**src/rtl/core_pkg.sv**
```systemverilog
// Definitions shared by the pipeline controller and the pipeline registers.
package core_pkg;

    localparam int ADDR_WIDTH = 5;
    localparam int WORD_WIDTH = 32;

    typedef enum logic [1:0] {
        IDLE        = 2'd0,
        WAIT_GNT    = 2'd1,
        WAIT_RVALID = 2'd2
    } lsu_state_e;

endpackage

```
**src/rtl/lsu_handshake_fsm.sv**
```systemverilog
// Data-memory req/gnt/rvalid sequencer for the memory op sitting in WB.
module lsu_handshake_fsm
    import core_pkg::*;
(
    input  logic clk,
    input  logic rst,
    input  logic wb_mem_valid_i,
    input  logic wb_is_store_i,
    input  logic data_gnt_i,
    input  logic data_rvalid_i,
    output logic data_req_o,
    output logic mem_busy_o
);

    lsu_state_e state_q;
    lsu_state_e state_d;

    // Next state, request and busy decode (Mealy on gnt/rvalid)
    always_comb begin
        state_d    = state_q;
        data_req_o = 1'b0;
        mem_busy_o = 1'b0;
        case (state_q)
            IDLE: begin
                data_req_o = wb_mem_valid_i;
                if (wb_mem_valid_i) begin
                    if (data_gnt_i) begin
                        // A granted store retires immediately; a load still needs its data
                        mem_busy_o = !wb_is_store_i;
                        state_d    = wb_is_store_i ? IDLE : WAIT_RVALID;
                    end else begin
                        mem_busy_o = 1'b1;
                        state_d    = WAIT_GNT;
                    end
                end else begin
                    mem_busy_o = 1'b0;
                    state_d    = IDLE;
                end
            end
            WAIT_GNT: begin
                data_req_o = 1'b1;
                if (data_gnt_i) begin
                    mem_busy_o = !wb_is_store_i;
                    state_d    = wb_is_store_i ? IDLE : WAIT_RVALID;
                end else begin
                    mem_busy_o = 1'b1;
                    state_d    = WAIT_GNT;
                end
            end
            WAIT_RVALID: begin
                data_req_o = 1'b0;
                if (data_rvalid_i) begin
                    mem_busy_o = 1'b0;
                    state_d    = IDLE;
                end else begin
                    mem_busy_o = 1'b1;
                    state_d    = WAIT_RVALID;
                end
            end
            default: begin
                data_req_o = 1'b0;
                mem_busy_o = 1'b0;
                state_d    = IDLE;
            end
        endcase
    end

    // Handshake state register
    always_ff @(posedge clk) begin
        if (rst) begin
            state_q <= IDLE;
        end else begin
            state_q <= state_d;
        end
    end

endmodule

```
**src/rtl/pipeline_ctrl.sv**
```systemverilog
// Hazard/sequencing controller: stall and clear controls for the four-stage core,
// load-use bubbles, branch flush and a saturating stall-cycle counter.
module pipeline_ctrl #(
    parameter int ADDR_WIDTH = core_pkg::ADDR_WIDTH,
    parameter int CNT_WIDTH  = 32
) (
    input  logic                  clk,
    input  logic                  rst,
    input  logic [ADDR_WIDTH-1:0] id_rs1_addr_i,
    input  logic [ADDR_WIDTH-1:0] id_rs2_addr_i,
    input  logic                  id_rs1_used_i,
    input  logic                  id_rs2_used_i,
    input  logic                  ex_load_i,
    input  logic [ADDR_WIDTH-1:0] ex_reg_waddr_i,
    input  logic                  wb_mem_valid_i,
    input  logic                  wb_is_store_i,
    input  logic                  wb_branch_taken_i,
    input  logic                  data_gnt_i,
    input  logic                  data_rvalid_i,
    output logic                  data_req_o,
    output logic                  pc_stall_o,
    output logic                  if_id_stall_o,
    output logic                  if_id_clear_o,
    output logic                  id_ex_stall_o,
    output logic                  id_ex_clear_o,
    output logic                  ex_wb_stall_o,
    output logic                  ex_wb_clear_o,
    output logic [CNT_WIDTH-1:0]  stall_cnt_o
);

    logic                 fsm_req_s;
    logic                 mem_busy_s;
    logic                 load_use_s;
    logic [CNT_WIDTH-1:0] stall_cnt_q;
    logic [CNT_WIDTH-1:0] stall_cnt_d;

    lsu_handshake_fsm u_lsu_fsm (
        .clk            (clk),
        .rst            (rst),
        .wb_mem_valid_i (wb_mem_valid_i),
        .wb_is_store_i  (wb_is_store_i),
        .data_gnt_i     (data_gnt_i),
        .data_rvalid_i  (data_rvalid_i),
        .data_req_o     (fsm_req_s),
        .mem_busy_o     (mem_busy_s)
    );

    // x0 is never a real dependency, so a load targeting it cannot cause a bubble
    assign load_use_s = ex_load_i && (ex_reg_waddr_i != {ADDR_WIDTH{1'b0}}) &&
                        ((id_rs1_used_i && (id_rs1_addr_i == ex_reg_waddr_i)) ||
                         (id_rs2_used_i && (id_rs2_addr_i == ex_reg_waddr_i)));

    // Priority mux: reset, memory busy, branch flush, load-use bubble
    always_comb begin
        data_req_o    = 1'b0;
        pc_stall_o    = 1'b0;
        if_id_stall_o = 1'b0;
        if_id_clear_o = 1'b0;
        id_ex_stall_o = 1'b0;
        id_ex_clear_o = 1'b0;
        ex_wb_stall_o = 1'b0;
        ex_wb_clear_o = 1'b0;
        if (rst) begin
            if_id_clear_o = 1'b1;
            id_ex_clear_o = 1'b1;
            ex_wb_clear_o = 1'b1;
        end else if (mem_busy_s) begin
            data_req_o    = fsm_req_s;
            pc_stall_o    = 1'b1;
            if_id_stall_o = 1'b1;
            id_ex_stall_o = 1'b1;
            ex_wb_stall_o = 1'b1;
        end else if (wb_branch_taken_i) begin
            data_req_o    = fsm_req_s;
            if_id_clear_o = 1'b1;
            id_ex_clear_o = 1'b1;
            ex_wb_clear_o = 1'b1;
        end else if (load_use_s) begin
            data_req_o    = fsm_req_s;
            pc_stall_o    = 1'b1;
            if_id_stall_o = 1'b1;
            id_ex_clear_o = 1'b1;
        end else begin
            data_req_o    = fsm_req_s;
        end
    end

    // Saturating count of PC-hold cycles
    always_comb begin
        stall_cnt_d = stall_cnt_q;
        if (pc_stall_o && (stall_cnt_q != {CNT_WIDTH{1'b1}})) begin
            stall_cnt_d = stall_cnt_q + {{(CNT_WIDTH-1){1'b0}}, 1'b1};
        end else begin
            stall_cnt_d = stall_cnt_q;
        end
    end

    // Stall counter register
    always_ff @(posedge clk) begin
        if (rst) begin
            stall_cnt_q <= {CNT_WIDTH{1'b0}};
        end else begin
            stall_cnt_q <= stall_cnt_d;
        end
    end

    assign stall_cnt_o = stall_cnt_q;

endmodule
```
**config.mk**
```make
export PLATFORM = sky130hd
export DESIGN_NAME = pipeline_ctrl
export DESIGN_NICKNAME = d
export VERILOG_FILES = /design/src/rtl/core_pkg.sv /design/src/rtl/lsu_handshake_fsm.sv /design/src/rtl/pipeline_ctrl.sv
export SDC_FILE = /design/constraint.sdc
export NUM_CORES = 1
export LEC_CHECK = 0
export CAP_MARGIN = 20
export CORE_UTILIZATION = 26
export DETAILED_ROUTE_END_ITERATION = 10
export HOLD_SLACK_MARGIN = 0.1
export PLACE_DENSITY_LB_ADDON = 0.1
export SKIP_CTS_REPAIR_TIMING = 1
export SYNTH_ARGS = -nofsm -noshare
export SYNTH_HDL_FRONTEND = slang
export SYNTH_SLANG_ARGS = --single-unit
```
**constraint.sdc**
```tcl
create_clock -name clk -period 4.8 [get_ports clk]
set_input_delay 0.96 -clock clk [delete_from_list [all_inputs] [get_ports clk]]
set_output_delay 0.96 -clock clk [all_outputs]
set_load 0.02 [all_outputs]
```
==> results.sh <==
export IMPL_status="complete, no violations"
export IMPL_viasPerCell=5.065
export IMPL_rsz0062_at_grt="false"
export IMPL_multi_input_area_sq_um=1225
export IMPL_wl_met3_um=326
export IMPL_final_cell_mix="clkdlybuf4s50_1, dfxtp_1, a21oi_1, nor2_1, nand2_1"
export IMPL_hold_path_class="reg2reg"
export IMPL_cap_violations=0
export IMPL_wl_met1_um=2838
export IMPL_drt_wl_total_um=5650
export IMPL_synthDominantCellAreaShare_pct=33.60
export IMPL_finalWeightedCongestion=0.7290
export IMPL_final_period_utilization_pct=81.88
export IMPL_drt_iter0_drc=131
export IMPL_clk_pin_slew_ns=0.07
export IMPL_finalHoldViolCount=0
export IMPL_fin_tns_setup_ns=0
export IMPL_slew_violations=0
export IMPL_grt_use_total_pct=14.18
export IMPL_syn_inst=244
export IMPL_synth_cell_types=43
export IMPL_place_area_sq_um=2719
export IMPL_p_leak_nw=0.8940
export IMPL_port_buffers=64
export IMPL_coreArea_sq_um=7408
export IMPL_report_power_total_mw=0.5951
export IMPL_ys_seq_area_share_pct=33.60
export IMPL_power_density_nw_per_um2=211.8
export IMPL_antenna_found_initial=0
export IMPL_fin_cells=401
export IMPL_wire_per_inst_um=14.09
export IMPL_hpwl_um=4034
export IMPL_ys_seq_elements=34
export IMPL_layout_commonest_cell="clkdlybuf4s50_1"
export IMPL_register_area_sq_um=680.7
export IMPL_overflow=0
export IMPL_ir_worst_vdd_uv=82.01
export IMPL_grt_pass1_wl_um=9335
export IMPL_syn_area_per_cell_sq_um=8.302
export IMPL_htreeDepth=2
export IMPL_crit_fanout=3
export IMPL_top_layer="met4"
export IMPL_met2_length_um=2436
export IMPL_die_h_um=90.27
export IMPL_syn_cell_area_sq_um=2026
export IMPL_die_area_sq_um=8148
export IMPL_detail_route_antenna_nets=0
export IMPL_setup_violations=0
export IMPL_fin_crit_ns=3.930
export IMPL_required_ns=3.84
export IMPL_clock_fmax_mhz=254.5
export IMPL_yosys_area_top_type="dfxtp_1"
export IMPL_first_pass_iters=4
export IMPL_grt_max_degree=56
export IMPL_hold_path_depth=2
export IMPL_clockBufferDepth=2
export IMPL_drc=0
export IMPL_yosys_top_cells_area="dfxtp_1, a21oi_1, mux2_1, xnor2_1, nand4_1"
export IMPL_n_antenna_cell=0
export IMPL_fillers=760
export IMPL_max_slew_margin_pct=55.88
export IMPL_yosysWarningCount=0
export IMPL_area_growth_pct=38.73
export IMPL_cts_inserted_buffers=5
export IMPL_initial_utilization_pct=27.34
export IMPL_worst_slew_pin_slew_ns=0.6594
export IMPL_syn_nets=270
export IMPL_layout_drive_gt1_share_pct=6.623
export IMPL_fin_nets=327
export IMPL_finClkSkew_ns=0.007000
export IMPL_num_rows=31
export IMPL_post_place_cells=393
export IMPL_startpoint_type="input port"
export IMPL_clk_latency_ns=0.29
export IMPL_grt_pass1_vias=1845
export IMPL_fp_dieW_um=90.27
export IMPL_arrival_ns=2.97
export IMPL_numClockSinks=34
export IMPL_cts_tree="done"
export IMPL_clockRootBuffer="clkbuf_8"
export IMPL_vias=2031
export IMPL_crit_type="in2out"
export IMPL_cp_end_kind="output port"
export IMPL_io_pins=65
export IMPL_r2r_cells=6
export IMPL_finish_instance_area_sq_um=2810
layer usage:
layer / vias to the layer above / GRT usage (%)
met4: 0 / 3.629
met3: 7 / 3.620
li1: 1038 / -
met1: 926 / 20.58
met2: 60 / 20.67
met5: - / 0
area by class of cell:
class | instances | area share (%)
clock buffers | 7 | 3.072
flip-flops and latches | 34 | 24.22
well taps | 99 | 4.408
repair buffers | 68 | 23.86
clock inverters | 1 | 0.1781
inverters | 5 | 0.6679
multi-input cells | 187 | 43.59
state kept, by name, indices dropped and copies added (netlist names):
| signal | flops |
|---|---|
| stall_cnt_o | 32 |
| u_lsu_fsm.state_q | 2 |
worst max-delay path, cell delays in order:
cell             delay, ns
clkdlybuf4s50_1       0.46
or4_1                 0.54
o21ai_1               0.16
nor3_1                0.10
a21oi_4               0.16
inv_2                 0.06
clkdlybuf4s50_1       0.53
synthesized netlist by cell type (all sizes together):
library cell and number:
ha 1, inv 5, nor4b 2, o31a 1, nand4b 1, or3 8
o21a 1, o22ai 1, o21ai 10, and2 4, xnor2 10, and3 4
or4 9, dfxtp 34, and4 4, clkbuf 6, buf 12, nor2b 7
nor3 7, o31ai 8, nand3b 1, o41ai 6, nand3 13, mux2 8
nand2 14, a32o 1, nand2b 1, nand4 13, a21oi 20, nor4 7
nor2 17, or2 2, o311ai 6
worst paths after layout:
kind,from,end,slack (ns)
setup / recovery,ex_reg_waddr_i[1],if_id_stall_o,0.87
hold / removal,stall_cnt_o[14],stall_cnt_o[14],0.50
setup reg to reg,stall_cnt_o[8],stall_cnt_o[16],2.12
hold reg to reg,stall_cnt_o[14],stall_cnt_o[14],0.50
cells by family (layout without fill, tap and decap cells):
kind of cell | after synthesis | after routing | share of synthesized area [%]
mux | 8 | 8 | 4.447
simple gates | 114 | 114 | 33.35
xor+xnor | 10 | 10 | 4.323
compound gates | 54 | 54 | 17.36
fa+ha+maj | 1 | 1 | 0.6176
buf+inv | 23 | 81 | 6.300
flops | 34 | 34 | 33.60
report_power, final:
part / internal [mW] / switching (mW) / total (mW)
sequential: 0.284 / 0.00198 / 0.286
clock: 0.116 / 0.109 / 0.225
combinational: 0.0419 / 0.0427 / 0.0846
total: 0.441 / 0.154 / 0.595
per-stage QoR:
| stage | setup WS, ns | hold WS (ns) | utilization, % |
|---|---|---|---|
| 6_report | 0.8700 | 0.5045 | 37.93 |
| 3_5_place_dp | 0.8504 | 0.4956 | 36.70 |
| 3_3_place_gp | 0.8670 | 0.4895 | 36.70 |
| 5_1_grt | 0.7576 | 0.5271 | 37.93 |
| 4_1_cts | 0.8513 | 0.5100 | 37.93 |
| 2_1_floorplan | 1.129 | 0.4685 | - |
(Power assumes the default switching activity.)
==> RTL edit, RTL diff (same flow settings) <==
The 3 states of `lsu_state_e` get a one-hot encoding in 3 bits.
--- a/src/rtl/core_pkg.sv
+++ b/src/rtl/core_pkg.sv
@@ -5,8 +5,8 @@
     localparam int WORD_WIDTH = 32;
 
-    typedef enum logic [1:0] {
-        IDLE        = 2'd0,
-        WAIT_GNT    = 2'd1,
-        WAIT_RVALID = 2'd2
+    typedef enum logic [2:0] {
+        IDLE        = 3'b001,
+        WAIT_GNT    = 3'b010,
+        WAIT_RVALID = 3'b100
     } lsu_state_e;
 
Check against the original RTL: same outputs for any inputs over 10 cycles, from zero or initial values and one cycle with rst high; not proved beyond that.
==> RTL edit against the unedited design <==
- maximum frequency fell by 2.5%
- sequential cell count is 1 higher
- power about the same
- wire length decreased by 4.5%
- clock power fell by 5%
- via count increased by 4.2%
- worst hold slack worse by 7.8 ps
- synthesized area fell by 0.12%
- setup slack worse by 100 ps
- count of clock-buffer cells in the layout decreased by 1
- final area up 0.36%
==> RTL edit: results (changes against the unedited design) <==
Parameter                              Value

Run status
  Run status ... complete, no violations (unchanged)

Final layout
  Multi-input gate count ... 191 (was 187)
  Clk_buf instances ... 6 (was 7)
  Number of filler instances in the final layout ... 781 (was 760)
  Nets@finish ... 333 (was 327)
  Count of inverters not on the clock network in the layout ... 6 (was 5)
  Register share of the cell area ... 24.8% (was 24.2%)
  Area of the multi-input gates ... 0.00122 sq mm (about the same)
  Fraction of layout instances using a drive strength above 1 ... 6.49% (was 6.62%)
  Area of all placed cells without fillers ... 0.00282 sq mm (was 0.00281 sq mm)

Placement
  Pre-CTS WS ... 769 ps (was 850 ps)
  Detail Placement HPWL ... 3.80 mm (was 4.03 mm)
  Placed inst area ... 0.00274 sq mm (was 0.00272 sq mm)

Route
  Met2 wire length ... 2.61 mm (was 2.44 mm)
  Starting DRT DRC Count ... 76 (was 131)

Die
  Width of the die ... 90.2 microns (was 90.3 microns)

Setup path
  Reg-to-reg endpoint ... stall_cnt_o[8]$_SDFFE_PP0P_ (was stall_cnt_o[16]$_SDFFE_PP0P_)
  Crit-path slowest cell ... sky130_fd_sc_hd__clkdlybuf4s50_1 (was sky130_fd_sc_hd__or4_1)
  Flop-to-flop setup slack ... 2080 ps (was 2120 ps)

Logic synthesis
  Portion of netlist area occupied by mux cells ... 1.67% (was 4.45%)
  Area contributors post-synth ... sky130_fd_sc_hd__dfxtp_1 35%, sky130_fd_sc_hd__a21oi_1 6.9%, sky130_fd_sc_hd__nand4_1 5.9% (was sky130_fd_sc_hd__dfxtp_1 34%, sky130_fd_sc_hd__a21oi_1 4.7%, sky130_fd_sc_hd__mux2_1 4.4%)
  Fraction of the yosys area taken by sequential cells ... 34.6% (was 33.6%)
  Post-synthesis xor/xnor area fraction ... 4.76% (was 4.32%)
  Number of distinct library cell variants in the gate-level netlist after synthesis ... 42 (was 43)
  Number of standard cells after synthesis ... 248 (was 244)

Min path
  Min-delay src ... stall_cnt_o[17]$_SDFFE_PP0P_ (was stall_cnt_o[14]$_SDFFE_PP0P_)

Global route
  M1 GR Usage ... 15.9% (was 20.6%)
  Tot GR Track Use ... 13.4% (was 14.2%)
  Pin count of the biggest net entering global routing ... 61 (was 56)
  Vias in the first global route ... 1925 (was 1845)

Timing
  Relative slew margins ... 56.6% (was 55.9%)
RTL edit: cell types whose count changed in the layout (fill, tap and decap cells not counted), sizes merged, moves of 5 or more:
cell and delta:
or3 +9, nand2 -7, mux2 -5, nor2b -5, a21oi +9, nand4 +7
o21ai +10
RTL edit: worst max-delay path by stage:
stage | slack [ps] | startpoint | end | cells past startpoint
6_report | 770 | ex_reg_waddr_i[1] | pc_stall_o | 7
4_1_cts | 770 | ex_reg_waddr_i[1] | pc_stall_o | 7
2_1_floorplan | 1250 | wb_mem_valid_i | pc_stall_o | 8
5_1_grt | 680 | ex_reg_waddr_i[1] | if_id_stall_o | 7
3_5_place_dp | 770 | ex_reg_waddr_i[1] | pc_stall_o | 7
3_3_place_gp | 770 | ex_reg_waddr_i[1] | pc_stall_o | 7
RTL edit: power by group through the flow:
stage	combinational, uW	sequential [uW]	clock [uW]
final	86.2	295	213
after global routing	93.8	296	236
after CTS	87.6	295	223
after detailed placement	87.3	302	0
after global placement	87.4	302	0
after floorplan	46.8	302	0
